$ cat config.mk
export PLATFORM = sky130hd
export DESIGN_NAME = mem_access_unit
export DESIGN_NICKNAME = d
export VERILOG_FILES = /design/src/rtl/mem_access_unit_pkg.sv /design/src/rtl/mem_wb_reg.sv /design/src/rtl/mem_access_unit.sv
export SDC_FILE = /design/constraint.sdc
export NUM_CORES = 1
export LEC_CHECK = 0
export CAP_MARGIN = 20
export CORE_MARGIN = 5
export CORE_UTILIZATION = 45
export DETAILED_ROUTE_END_ITERATION = 10
export GPL_ROUTABILITY_DRIVEN = 0
export GPL_TIMING_DRIVEN = 0
export HOLD_SLACK_MARGIN = 0.03
export PLACE_DENSITY = 0.9
export RECOVER_POWER = 100
export SYNTH_ARGS = -nofsm -noshare
export SYNTH_HDL_FRONTEND = slang
export SYNTH_SLANG_ARGS = --single-unit
$ cat constraint.sdc
create_clock -name clk -period 2.85 [get_ports clk]
set_input_delay 0.4275 -clock clk [delete_from_list [all_inputs] [get_ports clk]]
set_output_delay 0.4275 -clock clk [all_outputs]
set_load 0.05 [all_outputs]
$ cat src/rtl/mem_access_unit_pkg.sv
// Shared types and constants for the memory access stage and its MEM/WB register.
package mem_access_unit_pkg;

  // Two-state access controller: IDLE accepts new work, BUSY waits for mem_ack.
  typedef enum logic [0:0] {
    ST_IDLE = 1'b0,
    ST_BUSY = 1'b1
  } state_t;

  // Default number of BUSY cycles to wait for mem_ack before abandoning the access.
  localparam int DEFAULT_ACK_TIMEOUT = 16;

  // Width of the BUSY-cycle counter; it saturates instead of wrapping.
  localparam int CNT_W = 8;

  // Contents of the MEM/WB pipeline register.
  typedef struct packed {
    logic        reg_write;
    logic        mem_to_reg;
    logic [4:0]  rd;
    logic [31:0] alu_result;
    logic [31:0] read_data;
  } mem_wb_t;

  // A bubble writes nothing back: no RegWrite, no MemtoReg, Rd=0, data cleared.
  localparam mem_wb_t MEM_WB_BUBBLE = '{
    reg_write:  1'b0,
    mem_to_reg: 1'b0,
    rd:         5'd0,
    alu_result: 32'd0,
    read_data:  32'd0
  };

  // Word accesses must sit on a 4-byte boundary.
  function automatic logic is_aligned(input logic [31:0] addr);
    return (addr[1:0] == 2'b00);
  endfunction

endpackage

$ cat src/rtl/mem_wb_reg.sv
// MEM/WB pipeline register: each edge loads either the presented fields or a bubble.
module mem_wb_reg
  import mem_access_unit_pkg::*;
(
  input  logic        clk,
  input  logic        reset,
  input  logic        i_bubble,
  input  logic        i_reg_write,
  input  logic        i_mem_to_reg,
  input  logic [4:0]  i_rd,
  input  logic [31:0] i_alu_result,
  input  logic [31:0] i_read_data,
  output logic        o_reg_write,
  output logic        o_mem_to_reg,
  output logic [4:0]  o_rd,
  output logic [31:0] o_alu_result,
  output logic [31:0] o_read_data
);

  mem_wb_t w_load;
  mem_wb_t r_wb;

  assign w_load = '{
    reg_write:  i_reg_write,
    mem_to_reg: i_mem_to_reg,
    rd:         i_rd,
    alu_result: i_alu_result,
    read_data:  i_read_data
  };

  // Pipeline register: clear on reset, otherwise take a bubble or the new fields.
  always_ff @(posedge clk) begin
    if (!reset) begin
      r_wb <= '0;
    end else if (i_bubble) begin
      r_wb <= MEM_WB_BUBBLE;
    end else begin
      r_wb <= w_load;
    end
  end

  assign o_reg_write  = r_wb.reg_write;
  assign o_mem_to_reg = r_wb.mem_to_reg;
  assign o_rd         = r_wb.rd;
  assign o_alu_result = r_wb.alu_result;
  assign o_read_data  = r_wb.read_data;

endmodule

$ cat src/rtl/mem_access_unit.sv
// MEM stage controller: issues one registered memory request per access, stalls
// the pipeline until mem_ack or timeout, and feeds the MEM/WB register.
module mem_access_unit
  import mem_access_unit_pkg::*;
#(
  parameter int ACK_TIMEOUT = DEFAULT_ACK_TIMEOUT
) (
  input  logic        clk,
  input  logic        reset,
  input  logic        RegWrite_in,
  input  logic        MemtoReg_in,
  input  logic        MemRead_in,
  input  logic        MemWrite_in,
  input  logic [31:0] ALU_result_in,
  input  logic [31:0] reg_read_data_2_in,
  input  logic [4:0]  EX_MEM_RegisterRd_in,
  input  logic        mem_ack,
  input  logic [31:0] mem_rdata,
  output logic        mem_req,
  output logic        mem_we,
  output logic [31:0] mem_addr,
  output logic [31:0] mem_wdata,
  output logic        MEM_Stall,
  output logic        mem_err,
  output logic        RegWrite_out,
  output logic        MemtoReg_out,
  output logic [31:0] mem_read_data_out,
  output logic [31:0] ALU_result_out,
  output logic [4:0]  MEM_WB_RegisterRd_out
);

  // Counter value seen during the last permitted BUSY cycle.
  localparam logic [CNT_W-1:0] TIMEOUT_LAST = CNT_W'(ACK_TIMEOUT - 1);
  localparam logic [CNT_W-1:0] CNT_MAX      = '1;

  state_t           r_state;
  state_t           w_state_next;
  logic [CNT_W-1:0] r_count;

  logic        r_mem_req;
  logic        r_mem_we;
  logic [31:0] r_mem_addr;
  logic [31:0] r_mem_wdata;
  logic        r_mem_err;

  logic        r_cap_reg_write;
  logic        r_cap_mem_to_reg;
  logic [4:0]  r_cap_rd;

  logic        w_idle;
  logic        w_busy;
  logic        w_access;
  logic        w_aligned;
  logic        w_pass;
  logic        w_start;
  logic        w_misaligned;
  logic        w_ack;
  logic        w_timeout;
  logic        w_hold;

  logic        w_wb_bubble;
  logic        w_wb_reg_write;
  logic        w_wb_mem_to_reg;
  logic [4:0]  w_wb_rd;
  logic [31:0] w_wb_alu_result;
  logic [31:0] w_wb_read_data;

  assign w_idle    = (r_state == ST_IDLE);
  assign w_busy    = (r_state == ST_BUSY);
  assign w_access  = MemRead_in | MemWrite_in;
  assign w_aligned = is_aligned(ALU_result_in);

  // IDLE decisions; mem_ack plays no part here.
  assign w_pass       = w_idle & ~w_access;
  assign w_start      = w_idle & w_access & w_aligned;
  assign w_misaligned = w_idle & w_access & ~w_aligned;

  // BUSY decisions; an ack in the last permitted cycle beats the timeout.
  assign w_ack     = w_busy & mem_ack;
  assign w_timeout = w_busy & ~mem_ack & (r_count >= TIMEOUT_LAST);
  assign w_hold    = w_busy & ~mem_ack & ~w_timeout;

  // Hold upstream while launching or waiting; never while reset is asserted.
  assign MEM_Stall = reset & (w_start | w_hold);

  // Next-state logic: every access returns to IDLE, so back-to-back accesses serialise.
  always_comb begin
    w_state_next = r_state;
    case (r_state)
      ST_IDLE: if (w_start) w_state_next = ST_BUSY;
      ST_BUSY: if (w_ack || w_timeout) w_state_next = ST_IDLE;
      default: w_state_next = ST_IDLE;
    endcase
  end

  // State register.
  always_ff @(posedge clk) begin
    if (!reset) begin
      r_state <= ST_IDLE;
    end else begin
      r_state <= w_state_next;
    end
  end

  // BUSY-cycle counter: cleared on launch, counts unacknowledged cycles, saturates.
  always_ff @(posedge clk) begin
    if (!reset) begin
      r_count <= '0;
    end else if (w_start) begin
      r_count <= '0;
    end else if (w_hold && (r_count != CNT_MAX)) begin
      r_count <= r_count + 1'b1;
    end
  end

  // Request interface: captured on launch, held while BUSY, request dropped on ack/abort.
  always_ff @(posedge clk) begin
    if (!reset) begin
      r_mem_req   <= 1'b0;
      r_mem_we    <= 1'b0;
      r_mem_addr  <= '0;
      r_mem_wdata <= '0;
    end else if (w_start) begin
      r_mem_req   <= 1'b1;
      r_mem_we    <= MemWrite_in;
      r_mem_addr  <= ALU_result_in;
      r_mem_wdata <= reg_read_data_2_in;
    end else if (w_ack || w_timeout) begin
      r_mem_req   <= 1'b0;
    end
  end

  // Writeback fields of the in-flight access, replayed into MEM/WB on ack.
  always_ff @(posedge clk) begin
    if (!reset) begin
      r_cap_reg_write  <= 1'b0;
      r_cap_mem_to_reg <= 1'b0;
      r_cap_rd         <= '0;
    end else if (w_start) begin
      r_cap_reg_write  <= RegWrite_in;
      r_cap_mem_to_reg <= MemtoReg_in;
      r_cap_rd         <= EX_MEM_RegisterRd_in;
    end
  end

  // Error pulse: high for exactly the cycle after a misaligned access or a timeout.
  always_ff @(posedge clk) begin
    if (!reset) begin
      r_mem_err <= 1'b0;
    end else begin
      r_mem_err <= w_misaligned | w_timeout;
    end
  end

  // MEM/WB source select: pass-through, completed access, or bubble otherwise.
  always_comb begin
    w_wb_bubble     = 1'b1;
    w_wb_reg_write  = 1'b0;
    w_wb_mem_to_reg = 1'b0;
    w_wb_rd         = '0;
    w_wb_alu_result = '0;
    w_wb_read_data  = '0;
    if (w_pass) begin
      w_wb_bubble     = 1'b0;
      w_wb_reg_write  = RegWrite_in;
      w_wb_mem_to_reg = MemtoReg_in;
      w_wb_rd         = EX_MEM_RegisterRd_in;
      w_wb_alu_result = ALU_result_in;
    end else if (w_ack) begin
      w_wb_bubble     = 1'b0;
      w_wb_reg_write  = r_cap_reg_write;
      w_wb_mem_to_reg = r_cap_mem_to_reg;
      w_wb_rd         = r_cap_rd;
      w_wb_alu_result = r_mem_addr;
      w_wb_read_data  = r_mem_we ? 32'd0 : mem_rdata;
    end
  end

  mem_wb_reg u_mem_wb_reg (
    .clk          (clk),
    .reset        (reset),
    .i_bubble     (w_wb_bubble),
    .i_reg_write  (w_wb_reg_write),
    .i_mem_to_reg (w_wb_mem_to_reg),
    .i_rd         (w_wb_rd),
    .i_alu_result (w_wb_alu_result),
    .i_read_data  (w_wb_read_data),
    .o_reg_write  (RegWrite_out),
    .o_mem_to_reg (MemtoReg_out),
    .o_rd         (MEM_WB_RegisterRd_out),
    .o_alu_result (ALU_result_out),
    .o_read_data  (mem_read_data_out)
  );

  assign mem_req   = r_mem_req;
  assign mem_we    = r_mem_we;
  assign mem_addr  = r_mem_addr;
  assign mem_wdata = r_mem_wdata;
  assign mem_err   = r_mem_err;

endmodule

==> flow_metrics.py, run 1 <==
metrics = {
    "detailed_routing": {
        "via_per_inst": 5.346,
        "totalWireLength_mm": 18.66,
        "first_pass_iters": 4,
        "drc": 0,
        "ant_nets": 0,
        "vias": 5453,
        "first_iter_violations": 362,
        "wire_per_inst_um": 18.29,
    },
    "global_routing": {
        "grt_max_degree": 17,
        "grt_antenna_before_repair": 0,
        "gr-total-overflow": 0,
        "grt.total_usage": 0.2500,
        "grt_pass1_wl_mm": 28.50,
        "grt_pass1_vias": 5357,
    },
    "setup_path": {
        "crit_path_end_kind": "output pin",
        "cp_slowest_cell": "clkdlybuf4s50_1",
        "timing.setup.critical_path_class": "primary input to output pin",
        "r2r_cells": 5,
        "worstSetupStartpointType": "primary input",
        "r2r-end": "u_mem_wb_reg.o_rd[1]",
        "rrSetupSlack_ps": 790,
        "arrival_ps": 2360,
        "critical_path_peak_fanout": 10,
        "critical_path.cell_chain": "clkdlybuf4s50_1 > clkbuf_2 > clkbuf_1 > a21boi_0 > clkdlybuf4s15_2",
        "max_stage_delay_ps": 520,
        "r2r_start": "r_state",
        "required_ps": 2420,
    },
    "clock_tree": {
        "clk_path_buf_depth": 2,
        "cts-htree-levels": 4,
        "clk_pin_slew_worst_paths_ps": 60,
        "postCtsSetupBuffers": 0,
        "cts_tree": "done",
        "clock-sinks": 154,
        "cts_hold_buffers": 0,
        "cts_resized": 6,
        "clock_latency_ps": 420,
        "root_buffer": "clkbuf_16",
        "cts_made_buffers": 17,
    },
    "floorplanning": {
        "die_area_mm2": 0.01466,
        "fp.dieW_um": 121.1,
        "initial_core_util": 0.4604,
        "core-area_mm2": 0.01206,
        "rows": 40,
        "io_pins": 247,
        "die_h_um": 121.1,
    },
    "final_layout": {
        "final_core_util": 0.7344,
        "antenna_cells": 0,
        "final_net_count": 948,
        "drive_above_1_share": 0.03756,
        "area_growth_pct": 59.53,
        "n_fill_cell": 823,
    },
    "hold_path": {
        "hp-class": "flop to flop",
        "min_to": "mem_wdata[16]",
        "hold_path.startpoint": "mem_wdata[16]",
        "min_path_cells": 2,
    },
    "pwr": {
        "vdd_drop_max_v": 0.0003316,
        "p_per_area_mw_per_mm2": 610.0,
        "p_leak_nw": 3.519,
    },
    "logic_synthesis": {
        "syn_avg_cell_area_um2": 9.657,
        "syn_inst": 575,
        "ys_seq_area_frac": 0.5552,
        "ys_ff_latch": 154,
        "synth.cell_area_mm2": 0.005553,
        "syn_nets": 684,
        "ys_warn_count": 0,
        "ys_types": 34,
    },
    "job": {
        "drv_cap": 0,
    },
    "sta": {
        "grt_setup_unrepaired": "false",
        "slew_viol_final": 0,
        "finClkSkew_ps": 6.975,
        "min_period_ps": 2787,
        "timing.hold.ws_ps": 475.3,
        "slew-limit-headroom": 0.4240,
        "worstMarginPinSlew_ps": 862.3,
        "fmax_mhz": 358.8,
        "hold_viol": 0,
        "fin_setup_tns_ps": 0,
        "fin_crit_sh": 0.9780,
        "finalSetupViolCount": 0,
    },
    "placed_design": {
        "dp_hpwl_mm": 13.06,
        "port_buffers": 246,
    },
    "status": {
        "status": "complete, no violations",
    },
}
layout make-up:
| cell class | count | area, um2 | area share |
|---|---|---|---|
| multi-input combinational | 364 | 2257 | 0.2548 |
| tap | 168 | 210.2 | 0.02373 |
| inverter | 2 | 7.507 | 0.0008475 |
| sequential | 154 | 3083 | 0.3480 |
| clock inverter | 6 | 133.9 | 0.01511 |
| timing repair buffer | 246 | 2464 | 0.2781 |
| buffer | 54 | 203.9 | 0.02302 |
| clock buffer | 26 | 499.2 | 0.05636 |
synthesized netlist by cell type (all sizes together):
cell type,n,area share
dfxtp,154,0.56
a21boi,73,0.099
nand3,72,0.065
o21ai,72,0.065
clkbuf,46,0.031
nor2b,40,0.045
a22oi,39,0.053
and2,33,0.037
buf,9,0.0063
and3,7,0.0081
a21oi,4,0.0036
or4,3,0.0041
inv,2,0.0014
nand2,2,0.0014
nor4,2,0.0023
o31ai,2,0.0027
a211oi,1,0.0014
a31oi,1,0.0011
and3b,1,0.0016
ha,1,0.0023
nand2b,1,0.0011
nand4,1,0.0011
nand4b,1,0.0016
nor2,1,0.00068
nor3,1,0.00090
nor3b,1,0.0014
o21ba,1,0.0018
o21bai,1,0.0014
o31a,1,0.0016
o41ai,1,0.0016
or2,1,0.0011
worst max path at each step:
stage,from,endpoint,cells past startpoint
floorplan,r_state,MEM_Stall,4
global placement,reset,MEM_Stall,5
detailed placement,MemWrite_in,MEM_Stall,6
CTS,reset,MEM_Stall,5
global route,reset,MEM_Stall,5
finish,reset,MEM_Stall,5
report_power, final:
part / total, mW / internal (mW) / switching [mW]
sequential: 2.25 / 2.22 / 0.0315
clock: 2.41 / 1.56 / 0.846
combinational: 0.745 / 0.289 / 0.456
layer usage:
metal | up-vias | wire (um) | global-route usage
met5 | - | 0 | 0
met4 | 0 | 335 | 0.08499
met3 | 31 | 1986 | 0.09604
met2 | 264 | 9154 | 0.4269
met1 | 2589 | 7182 | 0.2857
li1 | 2569 | - | -
critical path: cells and delay by family:
family                 cells  cell delay, ps
AO/OA/AOI/OAI              1             270
buffers and inverters      4            1650
cell usage in the layout, fill, tap and decap left out, types with 3 or more instances in the layout:
| cell type | count |
|---|---|
| a21boi_0 | 71 |
| a21oi_1 | 4 |
| a22oi_1 | 39 |
| and2_0 | 14 |
| and2_1 | 19 |
| and3_1 | 6 |
| buf_1 | 8 |
| bufinv_16 | 4 |
| clkbuf_1 | 50 |
| clkbuf_16 | 17 |
| clkbuf_8 | 4 |
| clkdlybuf4s50_1 | 105 |
| dfxtp_1 | 154 |
| dlygate4sd3_1 | 140 |
| nand3_1 | 72 |
| nor2b_1 | 40 |
| o21ai_0 | 72 |
| or4_1 | 3 |
cells by family after synthesis:
kind of cell | Yosys count | share of synthesized area
buffers and inverters | 57 | 0.03876
AOI/OAI and AO/OA | 196 | 0.2314
and+or+nand+nor | 167 | 0.1724
adders and majority gates | 1 | 0.002253
DFF | 154 | 0.5552
stage by stage:
stage,area (um2),power [mW],worst slack (ps),instances
3_5_place_dp,8225,3.060,-614.0,989
6_report,8859,5.404,62.74,1020
5_1_grt,8859,5.576,42.31,1020
3_3_place_gp,8225,3.050,-585.2,989
4_1_cts,8860,5.449,78.39,1020
2_1_floorplan,5553,2.699,306.5,575
No activity file was read; power rests on OpenSTA's default activity.
==> run 2, diff against run 1 <==
--- a/config.mk
+++ b/config.mk
@@ -7,12 +7,13 @@
 export LEC_CHECK = 0
 export CAP_MARGIN = 20
 export CORE_MARGIN = 5
-export CORE_UTILIZATION = 45
+export CORE_UTILIZATION = 42
+export CTS_CLUSTER_SIZE = 14
 export DETAILED_ROUTE_END_ITERATION = 10
 export GPL_ROUTABILITY_DRIVEN = 0
 export GPL_TIMING_DRIVEN = 0
 export HOLD_SLACK_MARGIN = 0.03
-export PLACE_DENSITY = 0.9
+export PLACE_DENSITY = 0.85
 export RECOVER_POWER = 100
 export SYNTH_ARGS = -nofsm -noshare
 export SYNTH_HDL_FRONTEND = slang
==> constraint.sdc (replaced) <==
create_clock -name clk -period 2.6 [get_ports clk]
set_input_delay 0.39 -clock clk [delete_from_list [all_inputs] [get_ports clk]]
set_output_delay 0.39 -clock clk [all_outputs]
set_load 0.05 [all_outputs]
==> flow_metrics.py, run 2 (synthesized netlist as in run 1, its figures left out) <==
metrics = {
    "status": {
        "status": "complete, no violations",
    },
    "pwr": {
        "vdd_drop_max_v": 0.0004109,
        "p_per_area_mw_per_mm2": 657.4,
        "p_sw_frac": 0.2549,
        "p_comb_frac": 0.140,
        "power_switching_mw": 1.484,
        "power_frac_clock": 0.437,
        "p_int_mw": 4.338,
        "seq_power_share": 0.424,
        "p_leak_nw": 3.499,
    },
    "sta": {
        "timing.hold.ws_ps": 475.2,
        "finalSetupViolCount": 0,
        "hold_viol": 0,
        "fmax_mhz": 402.4,
        "finClkSkew_ps": 9.846,
        "slew-limit-headroom": 0.4805,
        "min_period_ps": 2485,
        "fin_setup_tns_ps": 0,
        "fin_crit_sh": 0.9558,
        "setup_ws_ps": 114.8,
        "grt_setup_unrepaired": "false",
        "slew_viol_final": 0,
        "worstMarginPinSlew_ps": 777.7,
    },
    "clock_tree": {
        "cts-htree-levels": 4,
        "cts_tree": "done",
        "clk_path_buf_depth": 2,
        "cts_made_buffers": 17,
        "clock-sinks": 154,
        "root_buffer": "clkbuf_16",
        "clock_latency_ps": 420,
        "clk_pin_slew_worst_paths_ps": 60,
    },
    "global_routing": {
        "grt_antenna_before_repair": 0,
        "grt_pass1_vias": 5146,
        "grt_max_degree": 20,
        "grt.total_usage": 0.2212,
        "gr-total-overflow": 0,
        "grt_pass1_wl_mm": 27.77,
    },
    "detailed_routing": {
        "first_iter_violations": 410,
        "totalWireLength_mm": 17.83,
        "first_pass_iters": 5,
        "vias": 5315,
        "wire_per_inst_um": 17.36,
        "ant_nets": 0,
        "via_per_inst": 5.175,
        "drc": 0,
    },
    "floorplanning": {
        "core-area_mm2": 0.01309,
        "initial_core_util": 0.4244,
        "io_pins": 247,
        "rows": 42,
        "die_h_um": 125.0,
        "fp.dieW_um": 125.0,
        "die_area_mm2": 0.01562,
    },
    "setup_path": {
        "crit_path_end_kind": "output pin",
        "r2r_cells": 5,
        "arrival_ps": 2100,
        "timing.setup.critical_path_class": "primary input to output pin",
        "worstSetupStartpointType": "primary input",
        "required_ps": 2210,
        "critical_path_peak_fanout": 10,
    },
    "job": {
        "drv_cap": 0,
    },
    "final_layout": {
        "final_net_count": 947,
        "drive_above_1_share": 0.04113,
        "layout.cells.most_common_list": "154 x dfxtp_1, 139 x dlygate4sd3_1, 106 x clkdlybuf4s50_1",
        "area_growth_pct": 59.49,
        "fin_cells": 1027,
        "antenna_cells": 0,
        "final_common_cell": "dfxtp_1",
        "n_fill_cell": 1023,
        "final_core_util": 0.6768,
    },
    "placed_design": {
        "dpl.cell_count": 997,
        "place_ws_ps": -842.9,
        "port_buffers": 246,
        "dp_hpwl_mm": 13.06,
    },
    "hold_path": {
        "hp-class": "flop to flop",
        "min_path_cells": 2,
    },
}
==> run 2: cell types whose count changed in the layout (fill, tap and decap cells not counted), sizes merged <==
cell,change
buf,-1
dlygate4sd3,-1
inv,+1
bufinv,-1
clkdlybuf4s50,+1
clkinvlp,+4
clkbuf,-4
==> run 2: area by class of cell <==
class / instances / area [um2] / share of cell area
flip-flops and latches: 154 / 3083 / 0.3481
multi-input cells: 364 / 2268 / 0.2561
repair buffers: 246 / 2464 / 0.2782
plain buffers: 53 / 200.2 / 0.02261
well taps: 176 / 220.2 / 0.02487
clock inverters: 10 / 138.9 / 0.01568
inverters: 2 / 7.507 / 0.0008477
clock buffers: 22 / 474.2 / 0.05355
==> run 2: power by group through the flow <==
stage / Clock, mW / Sequential (mW) / Combinational (mW)
2_1_floorplan: 0 / 2.75 / 0.211
3_3_place_gp: 0 / 2.52 / 0.833
3_5_place_dp: 0 / 2.52 / 0.837
4_1_cts: 2.58 / 2.47 / 0.842
5_1_grt: 2.67 / 2.47 / 0.863
6_report: 2.54 / 2.47 / 0.814
==> run 2: worst max-delay path: stages <==
cell             delay [ps]
clkdlybuf4s50_1         560
o21ba_4                 290
nand2_1                 180
a21boi_0                260
clkdlybuf4s15_2         410
==> run 2: final timing paths <==
path	endpoint	from	slack, ps
setup / recovery	MEM_Stall	MemWrite_in	110
hold / removal	mem_wdata[12]	mem_wdata[12]	480
setup reg to reg	u_mem_wb_reg.o_rd[2]	r_state	660
hold reg to reg	mem_wdata[12]	mem_wdata[12]	480
==> run 2: per-layer routing <==
metal | vias to the layer above | global-route usage | wire [um]
li1 | 2569 | - | -
met1 | 2484 | 0.2633 | 7280
met2 | 233 | 0.3742 | 8615
met3 | 29 | 0.07122 | 1517
met4 | 0 | 0.08291 | 414
met5 | - | 0 | 0
==> run 2: repair_timing <==
item / 4_1_cts / 5_1_grt
endpoints found under the hold margin: 0 / 0
hold buffers: 0 / 0
gates resized for setup: 8 / 0
endpoints found under the setup margin: 1 / 0
buffers inserted: 0 / 0
==> run 2: stage by stage <==
step | instance area (um2) | total power [mW]
final | 8856 | 5.822
after global routing | 8856 | 6.010
after CTS | 8857 | 5.888
after detailed placement | 8235 | 3.358
after global placement | 8235 | 3.351
after floorplan | 5553 | 2.959
